--- src/rtl/mac_array.sv ---
// N-lane multiply-accumulate engine: pairs independently strobed input/weight vectors and
// emits one dot-product of LEN products per lane. Define MAC_SAT_EN for saturating accumulation.
module mac_array #(
  parameter int unsigned K     = 8,
  parameter int unsigned N     = 4,
  parameter int unsigned LEN   = 16,
  parameter int unsigned ACC_W = 2*K + $clog2(LEN)
) (
  input  logic               clk,
  input  logic               reset,
  input  logic [N*K-1:0]     in,
  input  logic [N*K-1:0]     w,
  input  logic               data_strobe_in,
  input  logic               data_strobe_w,
  input  logic               clear,
  output logic [N*ACC_W-1:0] mac_out,
  output logic               out_valid,
  output logic               ovr_flag,
  output logic               sat_flag
);
  localparam int unsigned P_W   = 2*K;
  localparam int unsigned CNT_W = (LEN > 1) ? $clog2(LEN) : 1;
  localparam logic [CNT_W-1:0] LAST = CNT_W'(LEN - 1);

  logic             in_pend, w_pend;
  logic [N*K-1:0]   in_hold, w_hold;
  logic             prod_valid;
  logic [P_W-1:0]   prod [N];
  logic [ACC_W-1:0] acc [N];
  logic [CNT_W-1:0] count;

  logic             pair_c, in_load_c, w_load_c, ovr_set_c;
  logic             in_pend_nx_c, w_pend_nx_c;
  logic [N*K-1:0]   pair_in_c, pair_w_c;
  logic [P_W-1:0]   prod_nx_c [N];
  logic [ACC_W-1:0] acc_sum_c [N];

  // Operand pairing: a held operand always pairs with the opposite port first.
  always_comb begin
    pair_c       = 1'b0;
    pair_in_c    = in;
    pair_w_c     = w;
    in_pend_nx_c = in_pend;
    w_pend_nx_c  = w_pend;
    in_load_c    = 1'b0;
    w_load_c     = 1'b0;
    ovr_set_c    = 1'b0;
    if (data_strobe_in && data_strobe_w && !in_pend && !w_pend) begin
      pair_c = 1'b1;
    end else if (in_pend && data_strobe_w) begin
      pair_c       = 1'b1;
      pair_in_c    = in_hold;
      in_pend_nx_c = data_strobe_in;
      in_load_c    = data_strobe_in;
    end else if (w_pend && data_strobe_in) begin
      pair_c      = 1'b1;
      pair_w_c    = w_hold;
      w_pend_nx_c = data_strobe_w;
      w_load_c    = data_strobe_w;
    end else begin
      if (data_strobe_in) begin
        in_load_c    = 1'b1;
        in_pend_nx_c = 1'b1;
        ovr_set_c    = in_pend;
      end
      if (data_strobe_w) begin
        w_load_c    = 1'b1;
        w_pend_nx_c = 1'b1;
        ovr_set_c   = ovr_set_c | w_pend;
      end
    end
  end

  always_comb begin
    for (int i = 0; i < N; i++) begin
      prod_nx_c[i] = P_W'(pair_in_c[i*K +: K]) * P_W'(pair_w_c[i*K +: K]);
    end
  end

`ifdef MAC_SAT_EN
  localparam int unsigned S_W = ((ACC_W > P_W) ? ACC_W : P_W) + 1;
  logic [S_W-1:0] sum_c [N];
  logic           sat_hit_c;

  // Saturating add: any bit above ACC_W clamps the lane to all-ones.
  always_comb begin
    sat_hit_c = 1'b0;
    for (int i = 0; i < N; i++) begin
      sum_c[i] = S_W'(acc[i]) + S_W'(prod[i]);
      if (sum_c[i][S_W-1:ACC_W] != '0) begin
        acc_sum_c[i] = '1;
        sat_hit_c    = 1'b1;
      end else begin
        acc_sum_c[i] = sum_c[i][ACC_W-1:0];
      end
    end
  end

  always_ff @(posedge clk or negedge reset) begin
    if (!reset) begin
      sat_flag <= 1'b0;
    end else if (clear) begin
      sat_flag <= 1'b0;
    end else if (prod_valid && sat_hit_c) begin
      sat_flag <= 1'b1;
    end
  end
`else
  always_comb begin
    for (int i = 0; i < N; i++) begin
      acc_sum_c[i] = acc[i] + ACC_W'(prod[i]);
    end
  end

  assign sat_flag = 1'b0;
`endif

  // Pairing holds, product stage and accumulator/result stage.
  always_ff @(posedge clk or negedge reset) begin
    if (!reset) begin
      in_pend    <= 1'b0;
      w_pend     <= 1'b0;
      in_hold    <= '0;
      w_hold     <= '0;
      prod_valid <= 1'b0;
      count      <= '0;
      mac_out    <= '0;
      out_valid  <= 1'b0;
      ovr_flag   <= 1'b0;
      for (int i = 0; i < N; i++) begin
        prod[i] <= '0;
        acc[i]  <= '0;
      end
    end else if (clear) begin
      in_pend    <= 1'b0;
      w_pend     <= 1'b0;
      prod_valid <= 1'b0;
      count      <= '0;
      out_valid  <= 1'b0;
      ovr_flag   <= 1'b0;
      for (int i = 0; i < N; i++) begin
        acc[i] <= '0;
      end
    end else begin
      in_pend    <= in_pend_nx_c;
      w_pend     <= w_pend_nx_c;
      ovr_flag   <= ovr_flag | ovr_set_c;
      prod_valid <= pair_c;
      out_valid  <= 1'b0;
      if (in_load_c) in_hold <= in;
      if (w_load_c)  w_hold  <= w;
      if (pair_c) begin
        for (int i = 0; i < N; i++) begin
          prod[i] <= prod_nx_c[i];
        end
      end
      if (prod_valid) begin
        if (count == LAST) begin
          count     <= '0;
          out_valid <= 1'b1;
          for (int i = 0; i < N; i++) begin
            mac_out[i*ACC_W +: ACC_W] <= acc_sum_c[i];
            acc[i]                    <= '0;
          end
        end else begin
          count <= count + CNT_W'(1);
          for (int i = 0; i < N; i++) begin
            acc[i] <= acc_sum_c[i];
          end
        end
      end
    end
  end

endmodule

--- config.mk ---
export PLATFORM = sky130hd
export DESIGN_NAME = mac_array
export DESIGN_NICKNAME = d
export VERILOG_FILES = /design/src/rtl/mac_array.sv
export SDC_FILE = /design/constraint.sdc
export NUM_CORES = 1
export LEC_CHECK = 0
export BUFFER_PORTS_ARGS = -buffer_cell sky130_fd_sc_hd__buf_4
export CAP_MARGIN = 0
export CORE_ASPECT_RATIO = 2
export CORE_MARGIN = 2
export CORE_UTILIZATION = 35
export CTS_CLUSTER_DIAMETER = 200
export DETAILED_ROUTE_END_ITERATION = 6
export SLEW_MARGIN = 10
export SYNTH_ARGS = -nofsm -noshare
export SYNTH_HDL_FRONTEND = slang
export SYNTH_SLANG_ARGS = --single-unit
export TNS_END_PERCENT = 20
--- constraint.sdc ---
create_clock -name clk -period 11.4 [get_ports clk]
set_input_delay 2.28 -clock clk [delete_from_list [all_inputs] [get_ports clk]]
set_output_delay 2.28 -clock clk [all_outputs]
set_load 0.01 [all_outputs]
# Yosys cells after proc, flatten, opt, wreduce, memory -nomap -nowiden

Index checks and enable logic that the tools add are counted.

Register bits: 297
Input port bits: 69
Output and inout port bits: 83
Logic and storage cells: 94

Add/sub/neg operators: 5
Multipliers: 4
Equal/unequal tests: 4
Muxes and demuxes: 45
Bitwise logic cells: 3
Reductions and logical operators: 16

Operator list:

| operator                                    | number |
|---|---|
| two-way mux 80 bit                          | 3 |
| two-way mux 32 bit                          | 5 |
| adder 20 x 16 -> 20 bit                     | 4 |
| multiplier 8 x 8 -> 16 bit                  | 4 |
| two-way mux 1 bit                           | 34 |
| two-way mux 4 bit                           | 3 |
| AND reduction 3 bit                         | 3 |
| AND reduction 2 bit                         | 3 |
| nonzero test 3 bit                          | 2 |
| logical AND 1 bit                           | 5 |
| adder 4 x 1 -> 4 bit, second input constant | 1 |
| equality test 4 bit, second input constant  | 1 |
| != test 2 bit, second input constant        | 2 |
| != test 3 bit, second input constant        | 1 |
| logical NOT 1 bit                           | 2 |
| OR 1 bit                                    | 2 |
| nonzero test 2 bit                          | 1 |
| NOT 1 bit                                   | 1 |

# Logic depth before layout (Yosys ltp)

Gate-level depths: netlist of the first run.

Word-level depth: 11
Mapped depth: 22
Gate-level depth less buffers: 20

# Least setup slack after synthesis of the first run

No wires, ideal clock.

Path type: input-to-reg
Start point: in data_strobe_w
End point: reg prod[27] (netlist name)
Setup time: 0.129 ns
Arrival: 6.838 ns
Data required time: 11.271 ns
Slack: 4.433 ns
Stages on the path: 19
Buffers on the path: 2
Cells stage by stage: nand2_1 > and3_1 > buf_2 > buf_4 > mux2i_1 > or2_1 > fa_1 > fa_1 > inv_1 > fa_1 > inv_1 > fa_1 > inv_1 > ha_1 > a21boi_1 > o41a_1 > a21oi_1 > xor2_1 > o21ai_1

Cells in the longest elaborated chain, start to end: 5
Elaborated cells between the ends (all ways): 12
Classes of those cells: 1 x mul; 6 x mux; 5 x reduce/logical

Ends and longest elaborated chain:

| what                                                                     | RTL line | source |
|---|---|---|
| start, declared                                                          | 14       | `input logic data_strobe_w,` |
| logical AND 1 bit (3 in series)                                          | 48       | `if (data_strobe_in && data_strobe_w && !in_pend && !w_pend) begin` |
| two-way mux 32 bit / two-way mux 1 bit (equally long branches)           | 48       |  |
| multiplier 8 x 8 -> 16 bit / AND reduction 2 bit (equally long branches) | --       |  |
| end signal, assigned by index                                            | 154      | `prod[i] <= prod_nx_c[i];` |
| end, declared                                                            | 28       | `logic [P_W-1:0] prod [N];` |

Several ways; a longest one is shown, not always the timed one.
A chain may end at the register's enable or synchronous reset.

# Final worst setup path of the first run

Start point: in data_strobe_w
End point: reg prod[14] (netlist name)

Same word-level chain as after synthesis.

==> Flow_metrics.wiki, run 1 <==
{| class="wikitable"
! Metric !! Value
|-
| Cell mode on critical path || sky130_fd_sc_hd__fa_1
|-
| Routability cong. || 0.913
|-
| Ant. Diodes || 0
|-
| Setup repair after global routing missed its margin || no
|-
| Setup crit start kind || input port
|-
| Detailed-route wire length per cell || 16.0 um
|-
| Share of synthesized area spent on multiplexers || 0.0669
|-
| Die width || 185 um
|-
| Synthesized instance count || 2412
|-
| Setup CP Type || in -> reg
|-
| Tightest Pin Transition || 1.09 ns
|-
| CTS tree || done
|-
| Period Utilization, post-route || 0.693
|-
| Average via count per standard cell || 5.03
|-
| Max cap viols || 0
|-
| Critical Path End Type || register
|-
| Global-route wire length before repair || 92.5 mm
|-
| Commonest cells in the netlist || sky130_fd_sc_hd__nand2_1 (312), sky130_fd_sc_hd__dfrtp_1 (297), sky130_fd_sc_hd__nor2_1 (272)
|-
| Largest stage delay on the critical path || 0.97 ns
|-
| Run status || completed
|-
| Initial core utilization || 0.353
|-
| Final cell count without fillers || 3427
|-
| Total DRC errors in the routed layout || 0
|-
| Antenna Nets Post-Route || 0
|-
| Number of distinct library cells after synthesis || 71
|-
| Clock net sink count || 297
|-
| CP max-delay cell || sky130_fd_sc_hd__and3_2
|-
| Post-cts resize count || 0
|-
| Final count of hold timing violations || 0
|-
| Power Total || 4.73 mW
|-
| GRT Resource Usage Total || 0.167
|-
| Clock Root Buffer || sky130_fd_sc_hd__clkbuf_16
|-
| Clock-pin slew of the registers on the worst-case setup and hold paths || 0.07 ns
|-
| Number of warnings reported in the yosys synthesis log || 0
|-
| Number of enable-type register cells in the synthesized netlist || 0
|-
| Later-pin clock latency in the skew report || 0.59 ns
|-
| Post-CTS Hold Fix Bufs || 0
|-
| Leading cell type by number of instances after synthesis || sky130_fd_sc_hd__nand2_1
|-
| DRT iter0 DRCs || 851
|-
| Top cells by area in the synthesized netlist || sky130_fd_sc_hd__dfrtp_1 (33%), sky130_fd_sc_hd__fa_1 (13%), sky130_fd_sc_hd__ha_1 (11%)
|-
| Required time reported for the critical path endpoint || 11.84 ns
|-
| Average footprint of a synthesized cell || 9.47 um^2
|-
| Number of I/O pins || 152
|-
| Largest family of logic cells by synthesized area || adder cells
|-
| Post-synthesis share of cell area spent on xor and xnor gates || 0.0395
|-
| Post-Syn Nets || 2838
|-
| Row count || 132
|-
| Sequential cell area fraction in the yosys report || 0.325
|-
| Depth of the CTS H-tree || 1
|-
| VDD IR-drop max || 0.000135 V
|-
| Ordered cell list for the critical path || buf_4 -> nand2_2 -> buf_4 -> and3_2 -> mux2i_1 -> or2_1 -> fa_1 -> fa_1 -> inv_1 -> fa_1 -> inv_1 -> fa_1 -> inv_1 -> ha_1 -> o21a_1 -> a21oi_1 -> o211ai_1 -> a21oi_1 -> xor2_1 -> o21ai_0
|-
| Vias || 17200
|-
| Layout cell share with drive strength beyond 1 || 0.126
|-
| Setup slack of the most critical reg-to-reg path || 4.90 ns
|-
| Register bit total from synthesis || 297
|-
| Area share of the largest cell type after synthesis || 0.325
|-
| Number of cells in the design after placement || 3375
|-
| Yosys top cell by area || sky130_fd_sc_hd__dfrtp_1
|-
| Number of endpoints failing setup at the final stage || 0
|-
| Critical Path AT || 8.34 ns
|-
| Remaining Overflow, GRT || 0
|-
| Synthesized-area fraction occupied by adder cells || 0.244
|-
| Setup TNS || 0 ns
|-
| Number of buffers on the longest clock path || 3
|-
| Number of buffers inserted by port buffering || 150
|-
| Leak pwr || 13.0 nW
|-
| Antenna violations before repair || 0
|-
| Number of search-and-repair iterations in the first detailed-routing pass || 5
|-
| Core utilization of the finished layout || 0.400
|-
| Final Critical Period || 7.90 ns
|-
| Maximum number of pins on one net before global-route repair || 93
|-
| Total CTS buffers || 29
|-
| Post-Route Skew || 0.0134 ns
|-
| Power density cells || 183 mW/mm^2
|-
| Area growth, synth to finish || 13.3%
|-
| Number of global-route vias before repair || 18200
|-
| Die height || 365 um
|-
| Most instantiated flip-flop cell in the synthesis netlist || sky130_fd_sc_hd__dfrtp_1
|-
| # nets final || 2961
|-
| Achievable Freq || 0.127 GHz
|-
| Post-Synthesis Cell Area || 0.0228 mm^2
|-
| Number of buffers added for setup after CTS || 0
|-
| Max-slew violations || 0
|-
| DPL Wire Length || 42.6 mm
|-
| Area share of and/or/nand/nor cells after synthesis || 0.140
|-
| Type of the tightest min-delay check || reg -> reg
|-
| Total routed wirelength || 54.7 mm
|-
| Worst slew margin relative to its limit || 0.270
|-
| Compound-cell area share of the yosys netlist || 0.133
|-
| Synth async-reset ratio || 1.00
|-
| Critical path fanouts, max || 35
|-
| Floorplan core area || 0.0647 mm^2
|-
| Full die area || 0.0675 mm^2
|}
==> through the flow <==
stage / hold WS, ns / setup WS (ns) / instance area [um^2]
after floorplan: 0.445 / 4.43 / 22800
after detailed placement: 0.472 / 2.87 / 24900
after CTS: 0.487 / 3.51 / 25900
after global routing: 0.511 / 3.11 / 25900
after global placement: 0.458 / 2.98 / 24900
final: 0.479 / 3.50 / 25900
==> cell type report <==
cell class | instances | area, um^2
Clock inverter | 13 | 159
Fill cell | 6506 | 38900
Tap cell | 871 | 1090
Clock buffer | 39 | 843
Timing Repair Buffer | 160 | 1210
Sequential cell | 297 | 7430
Inverter | 230 | 863
Multi-Input combinational cell | 1817 | 14300
==> worst max-delay path: cells and delay by family <==
family,cells,cell delay [ns]
compound gates,5,0.89
xor+xnor,1,0.16
fa+ha+maj,5,2.27
buf+inv,5,0.76
mux,1,0.67
simple gates,3,1.24
==> report_power, final <==
part / switching (mW) / total (mW) / internal, mW
Combinational: 1.35 / 2.34 / 0.998
Clock: 0.444 / 1.03 / 0.587
Sequential: 0.122 / 1.35 / 1.23
==> sequential cells by signal (all words and copies together) (netlist names) <==
name        flops
in_hold        32
in_pend         1
w_pend          1
prod           64
acc            80
w_hold         32
prod_valid      1
count           4
ovr_flag        1
mac_out        80
out_valid       1
==> placed cells by master (no fill, tap or decap), types with 13 or more instances in the layout <==
cell type / instances
sky130_fd_sc_hd__clkbuf_16: 29
sky130_fd_sc_hd__nor2b_1: 14
sky130_fd_sc_hd__a22o_1: 64
sky130_fd_sc_hd__mux2i_1: 66
sky130_fd_sc_hd__nand2_1: 311
sky130_fd_sc_hd__xnor2_1: 57
sky130_fd_sc_hd__or2_1: 36
sky130_fd_sc_hd__buf_4: 159
sky130_fd_sc_hd__dfrtp_1: 297
sky130_fd_sc_hd__o21ai_1: 20
sky130_fd_sc_hd__xor2_1: 46
sky130_fd_sc_hd__a211oi_1: 20
sky130_fd_sc_hd__ha_1: 209
sky130_fd_sc_hd__o21a_1: 20
sky130_fd_sc_hd__a21o_1: 29
sky130_fd_sc_hd__a31oi_1: 13
sky130_fd_sc_hd__fa_1: 148
sky130_fd_sc_hd__nand4_1: 17
sky130_fd_sc_hd__o31ai_1: 16
sky130_fd_sc_hd__a21oi_1: 96
sky130_fd_sc_hd__nor2_1: 271
sky130_fd_sc_hd__inv_1: 229
sky130_fd_sc_hd__o21ai_0: 131
sky130_fd_sc_hd__mux2_2: 77
sky130_fd_sc_hd__nand3_1: 23
sky130_fd_sc_hd__nor3_1: 18
==> routing by layer <==
layer  track usage  part of all wire  vias up
met2         0.291              0.49      318
met4        0.0549             0.028        0
li1              -                 -     8392
met5             0                 0        -
met1         0.214              0.45     8431
met3        0.0196             0.036       96
==> path summary, 6_finish.rpt <==
path	start	endpoint	cells after the start
max in group asynchronous	reset	acc[17]$_DFFE_PN0P_	3
worst min-delay path	mac_out[70]$_DFFE_PN0P_	mac_out[70]$_DFFE_PN0P_	2
worst max register to register	in_pend$_DFFE_PN0P_	prod[14]$_DFFE_PN0P_	19
worst max-delay path	data_strobe_w	prod[14]$_DFFE_PN0P_	20
min in group asynchronous	reset	in_hold[2]$_DFFE_PN0P_	1
worst min register to register	mac_out[70]$_DFFE_PN0P_	mac_out[70]$_DFFE_PN0P_	2
==> kinds of logic (layout without fill, tap and decap cells) <==
group	count (synthesis)	after routing
adders and majority gates	357	357
other	1	1
and+or+nand+nor	746	746
AOI/OAI and AO/OA	467	467
xor gates and xnor gates	103	103
DFF	297	297
buffers and inverters	298	442
muxes	143	143
No activity file was read; power rests on OpenSTA's default activity.
==> run 2, diff against run 1 <==
Clock period 11.4 ns to 6.55 ns, I/O delays scaled along.
==> Flow_metrics.wiki, run 2 (synthesis results as in run 1) <==
{| class="wikitable"
! Metric !! Value
|-
| Setup CP Type || in -> reg
|-
| Detailed-route wire length per cell || 15.9 um
|-
| Period Utilization, post-route || 0.867
|-
| Required time reported for the critical path endpoint || 7.01 ns
|-
| Total DRC errors in the routed layout || 0
|-
| Setup crit start kind || input port
|-
| Area growth, synth to finish || 15.8%
|-
| Highest-count cells in the layout ignoring fill and taps || sky130_fd_sc_hd__nand2_1 (311), sky130_fd_sc_hd__dfrtp_1 (297), sky130_fd_sc_hd__nor2_1 (271)
|-
| Initial core utilization || 0.353
|-
| Number of buffers inserted by port buffering || 150
|-
| Total CTS buffers || 30
|-
| Antenna Nets Post-Route || 0
|-
| Full die area || 0.0675 mm^2
|-
| Floorplan core area || 0.0647 mm^2
|-
| Placed cell areas || 0.0254 mm^2
|-
| DRT iter0 DRCs || 750
|-
| Die height || 365 um
|-
| CTS tree || done
|-
| Biggest registers after layout || acc (80), mac_out (80), prod (64)
|-
| Post-route cell area || 0.0264 mm^2
|-
| Post-Route Skew || 0.0269 ns
|-
| Average via count per standard cell || 4.97
|-
| Later-pin clock latency in the skew report || 0.60 ns
|-
| WHS || 0.474 ns
|-
| Number of global-route vias before repair || 18200
|-
| Most frequent standard cell in the layout excluding fill and tap cells || sky130_fd_sc_hd__nand2_1
|-
| Max-slew violations || 0
|-
| Depth of the CTS H-tree || 1
|-
| Clock net sink count || 297
|-
| Antenna violations before repair || 0
|-
| Type of the tightest min-delay check || reg -> reg
|-
| Max cap viols || 0
|-
| Layout cell share with drive strength beyond 1 || 0.148
|-
| Number of search-and-repair iterations in the first detailed-routing pass || 5
|-
| Final count of hold timing violations || 0
|-
| Power density cells || 315 mW/mm^2
|-
| Critical Path End Type || register
|-
| Power Total || 8.32 mW
|-
| Remaining Overflow, GRT || 0
|-
| GRT Resource Usage Total || 0.168
|-
| DPL Wire Length || 43.0 mm
|-
| Reg2reg path depth || 18
|-
| Ant. Diodes || 0
|-
| Post-cts resize count || 0
|-
| Clock-pin slew of the registers on the worst-case setup and hold paths || 0.07 ns
|-
| # nets final || 3026
|-
| Setup repair after global routing missed its margin || no
|-
| Core utilization of the finished layout || 0.408
|-
| Hold Path Depth || 2
|-
| VDD IR-drop max || 0.000209 V
|-
| Run status || completed
|-
| Row count || 132
|-
| Critical Path AT || 6.14 ns
|-
| Leak pwr || 13.3 nW
|-
| Die width || 185 um
|-
| Vias || 17400
|-
| Total routed wirelength || 55.6 mm
|-
| Routability cong. || 0.873
|-
| Critical path fanouts, max || 34
|-
| Number of buffers on the longest clock path || 3
|-
| Number of buffers added for setup after CTS || 0
|-
| Worst slew margin relative to its limit || 0.252
|-
| Number of I/O pins || 152
|-
| Setup TNS || 0 ns
|-
| Global-route wire length before repair || 93.1 mm
|-
| Maximum number of pins on one net before global-route repair || 123
|-
| Tightest Pin Transition || 1.12 ns
|-
| Achievable Freq || 0.176 GHz
|-
| Post-CTS Hold Fix Bufs || 0
|-
| Number of endpoints failing setup at the final stage || 0
|-
| Clock Root Buffer || sky130_fd_sc_hd__clkbuf_16
|-
| Final Critical Period || 5.68 ns
|}
[run 2: cell types whose count changed in the layout (fill, tap and decap cells not counted)]
| cell | delta |
|---|---|
| sky130_fd_sc_hd__clkbuf_8 | -3 |
| sky130_fd_sc_hd__buf_12 | +3 |
| sky130_fd_sc_hd__clkbuf_16 | +2 |
| sky130_fd_sc_hd__clkinvlp_4 | +2 |
| sky130_fd_sc_hd__buf_4 | +61 |
| sky130_fd_sc_hd__clkinv_4 | +2 |
[run 2: critical path, stage by stage]
cell	delay [ns]
sky130_fd_sc_hd__buf_4	0.13
sky130_fd_sc_hd__nand2_2	0.09
sky130_fd_sc_hd__buf_12	0.25
sky130_fd_sc_hd__mux2i_1	0.53
sky130_fd_sc_hd__buf_4	0.23
sky130_fd_sc_hd__nor2_1	0.06
sky130_fd_sc_hd__fa_1	0.43
sky130_fd_sc_hd__fa_1	0.50
sky130_fd_sc_hd__inv_1	0.06
sky130_fd_sc_hd__fa_1	0.48
sky130_fd_sc_hd__fa_1	0.48
sky130_fd_sc_hd__inv_1	0.04
sky130_fd_sc_hd__ha_1	0.30
sky130_fd_sc_hd__o21ai_1	0.14
sky130_fd_sc_hd__a21boi_1	0.13
sky130_fd_sc_hd__o41a_1	0.36
sky130_fd_sc_hd__a21oi_1	0.31
sky130_fd_sc_hd__xor2_1	0.18
sky130_fd_sc_hd__o21ai_1	0.07
[run 2: cell type report]
type / instances / area [um^2]
fill: 6523 / 38300
multi-input combinational: 1817 / 14300
sequential: 297 / 7430
timing repair buffer: 224 / 1730
tap: 871 / 1090
inverter: 230 / 863
clock buffer: 38 / 852
clock inverter: 17 / 191
[run 2: power by group]
group / internal, mW / switching [mW]
sequential: 2.14 / 0.211
clock: 1.04 / 0.809
combinational: 1.77 / 2.34
[run 2: through the flow]
stage               cells  worst slack (ns)
finish               3494             0.872
global placement     3439             0.360
floorplan            2412             0.553
CTS                  3494             0.896
global route         3494             0.602
detailed placement   3439             0.264
[run 2: path summary, 6_finish.rpt]
kind,start,to,slack [ns]
worst max-delay path,data_strobe_w,prod[27]$_DFFE_PN0P_,0.87
worst min-delay path,mac_out[62]$_DFFE_PN0P_,mac_out[62]$_DFFE_PN0P_,0.47
worst max register to register,in_pend$_DFFE_PN0P_,prod[27]$_DFFE_PN0P_,1.29
worst min register to register,mac_out[62]$_DFFE_PN0P_,mac_out[62]$_DFFE_PN0P_,0.47
max in group asynchronous,reset,w_hold[23]$_DFFE_PN0P_,4.27
min in group asynchronous,reset,in_hold[3]$_DFFE_PN0P_,0.76
[run 2: metal layers]
layer  part of all wire  GRT usage  vias to the layer above
li1                   -          -                     8520
met1               0.44      0.215                     8469
met2               0.49      0.298                      313
met3              0.040     0.0185                       66
met4              0.023     0.0468                        0
met5                  0          0                        -
==> run 3, diff against run 2 <==
Settings changed: CORE_ASPECT_RATIO 2 to 0.5.
==> Flow_metrics.wiki, run 3 (synthesis results as in run 1) <==
{| class="wikitable"
! Metric !! Value
|-
| Max-slew violations || 0
|-
| Number of buffers inserted by port buffering || 150
|-
| Setup crit start kind || input port
|-
| WHS || 0.476 ns
|-
| Total DRC errors in the routed layout || 0
|-
| Worst slew margin relative to its limit || 0.220
|-
| Run status || completed
|-
| Global-route wire length before repair || 93.7 mm
|-
| Layout cell share with drive strength beyond 1 || 0.150
|-
| Antenna violations before repair || 0
|-
| Later-pin clock latency in the skew report || 0.54 ns
|-
| # nets final || 3035
|-
| Remaining Overflow, GRT || 0
|-
| Area growth, synth to finish || 16.3%
|-
| Clock net sink count || 297
|-
| Most frequent standard cell in the layout excluding fill and tap cells || sky130_fd_sc_hd__nand2_1
|-
| Worst Path Buf+Inv || 5
|-
| Setup repair after global routing missed its margin || no
|-
| Number of buffers on the longest clock path || 3
|-
| Row count || 66
|-
| Number of search-and-repair iterations in the first detailed-routing pass || 5
|-
| Number of endpoints failing setup at the final stage || 0
|-
| Clock Root Buffer || sky130_fd_sc_hd__clkbuf_16
|-
| Critical Path End Type || register
|-
| Critical path launch point || data_strobe_w
|-
| Setup TNS || 0 ns
|-
| CP max-delay cell || sky130_fd_sc_hd__mux2i_1
|-
| Setup CP Type || in -> reg
|-
| Required time reported for the critical path endpoint || 6.94 ns
|-
| Ant. Diodes || 0
|-
| Largest stage delay on the critical path || 0.64 ns
|-
| Max cap viols || 0
|-
| Die width || 365 um
|-
| Final count of hold timing violations || 0
|-
| Floorplan core area || 0.0647 mm^2
|-
| Depth of the CTS H-tree || 2
|-
| Post-cts resize count || 0
|-
| Post-CTS Hold Fix Bufs || 0
|-
| Maximum number of pins on one net before global-route repair || 123
|-
| Vias || 17400
|-
| Tightest Pin Transition || 1.17 ns
|-
| Detailed-route wire length per cell || 16.2 um
|-
| DRT iter0 DRCs || 1122
|-
| CTS tree || done
|-
| Type of the tightest min-delay check || reg -> reg
|-
| Cell mode on critical path || sky130_fd_sc_hd__fa_1
|-
| GRT Resource Usage Total || 0.172
|-
| Crit Reg-Reg Startpoint || in_pend$_DFFE_PN0P_
|-
| Initial core utilization || 0.353
|-
| Number of buffers added for setup after CTS || 0
|-
| Clock-pin slew of the registers on the worst-case setup and hold paths || 0.06 ns
|-
| Achievable Freq || 0.173 GHz
|-
| Routability cong. || 0.865
|-
| Final Critical Period || 5.77 ns
|-
| Critical Path AT || 6.17 ns
|-
| Critical hold path startpoint || mac_out[57]$_DFFE_PN0P_
|-
| Average via count per standard cell || 4.95
|-
| Critical path fanouts, max || 34
|-
| Ordered cell list for the critical path || buf_4 -> nand2_2 -> buf_12 -> mux2i_1 -> or2_1 -> fa_1 -> fa_1 -> inv_1 -> fa_1 -> inv_1 -> fa_1 -> inv_1 -> ha_1 -> a21boi_1 -> o41a_1 -> a21oi_1 -> xor2_1 -> o21ai_0
|-
| Period Utilization, post-route || 0.881
|-
| Number of global-route vias before repair || 17300
|-
| Total CTS buffers || 34
|-
| VDD IR-drop max || 0.000176 V
|-
| DPL Wire Length || 43.9 mm
|-
| Power density cells || 322 mW/mm^2
|-
| Post-Route Skew || 0.0188 ns
|-
| Total routed wirelength || 57.1 mm
|-
| Full die area || 0.0675 mm^2
|-
| Category of cells accounting for the largest share of critical-path delay || adder cells
|-
| Leak pwr || 13.4 nW
|-
| Highest-count cells in the layout ignoring fill and taps || sky130_fd_sc_hd__nand2_1 (311), sky130_fd_sc_hd__dfrtp_1 (297), sky130_fd_sc_hd__nor2_1 (271)
|-
| Die height || 185 um
|-
| Number of I/O pins || 152
|-
| Biggest registers after layout || acc (80), mac_out (80), prod (64)
|-
| Antenna Nets Post-Route || 0
|}
run 3: changes by cell type in the layout (fill, tap and decap cells not counted), moves of 2 or more:
cell,previous run,this run
sky130_fd_sc_hd__clkinv_2,4,10
sky130_fd_sc_hd__buf_4,220,225
sky130_fd_sc_hd__clkbuf_1,2,7
sky130_fd_sc_hd__clkinvlp_4,5,0
sky130_fd_sc_hd__clkbuf_16,31,35
sky130_fd_sc_hd__inv_6,3,0
sky130_fd_sc_hd__clkinv_8,0,2
run 3: area by class of cell:
class,count,area [um^2]
Timing Repair Buffer,229,1760
Clock inverter,16,160
Clock buffer,46,957
Fill cell,6462,38200
Sequential cell,297,7430
Inverter,230,863
Multi-Input combinational cell,1817,14300
Tap cell,884,1110
run 3: final timing paths:
kind                                            to  slack [ns]  depth (start not counted)
min                        mac_out[57]$_DFFE_PN0P_        0.48                          2
max reg2reg                   prod[43]$_DFFE_PN0P_        1.25                         17
max in group asynchronous      acc[53]$_DFFE_PN0P_        4.32                          2
min reg2reg                mac_out[57]$_DFFE_PN0P_        0.48                          2
max                           prod[43]$_DFFE_PN0P_        0.78                         18
min in group asynchronous    w_hold[6]$_DFFE_PN0P_        0.89                          1
run 3: stage by stage:
| stage | instance area (um^2) | cells | total power, mW | setup slack (ns) | util |
|---|---|---|---|---|---|
| 6_report | 26600 | 3519 | 8.56 | 0.776 | 0.410 |
| 2_1_floorplan | 22800 | 2412 | 5.50 | 0.553 | - |
| 4_1_cts | 26600 | 3519 | 8.60 | 0.802 | 0.410 |
| 3_3_place_gp | 25500 | 3457 | 6.59 | 0.286 | 0.393 |
| 5_1_grt | 26600 | 3519 | 9.30 | 0.575 | 0.410 |
| 3_5_place_dp | 25500 | 3457 | 6.63 | 0.236 | 0.393 |
run 3: metal layers:
layer  GRT usage  vias to the layer above  part of all wire
met5           0                        -                 0
met4      0.0370                        0             0.019
met3      0.0248                       70             0.041
met2       0.250                      267              0.41
met1       0.267                     8501              0.53
li1            -                     8566                 -
run 3: tightest hold or removal path, delay by kind of cell, from the launching register on:
kind	cells	cell delay, ns
flip-flops	1	0.34
AND/OR/NAND/NOR	1	0.04
AO/OA/AOI/OAI	1	0.06
run 3: where the power goes:
group	leakage (nW)	switching (mW)	internal (mW)
Combinational	8.99	2.43	1.79
Clock	0.558	0.805	1.11
Sequential	3.87	0.282	2.14
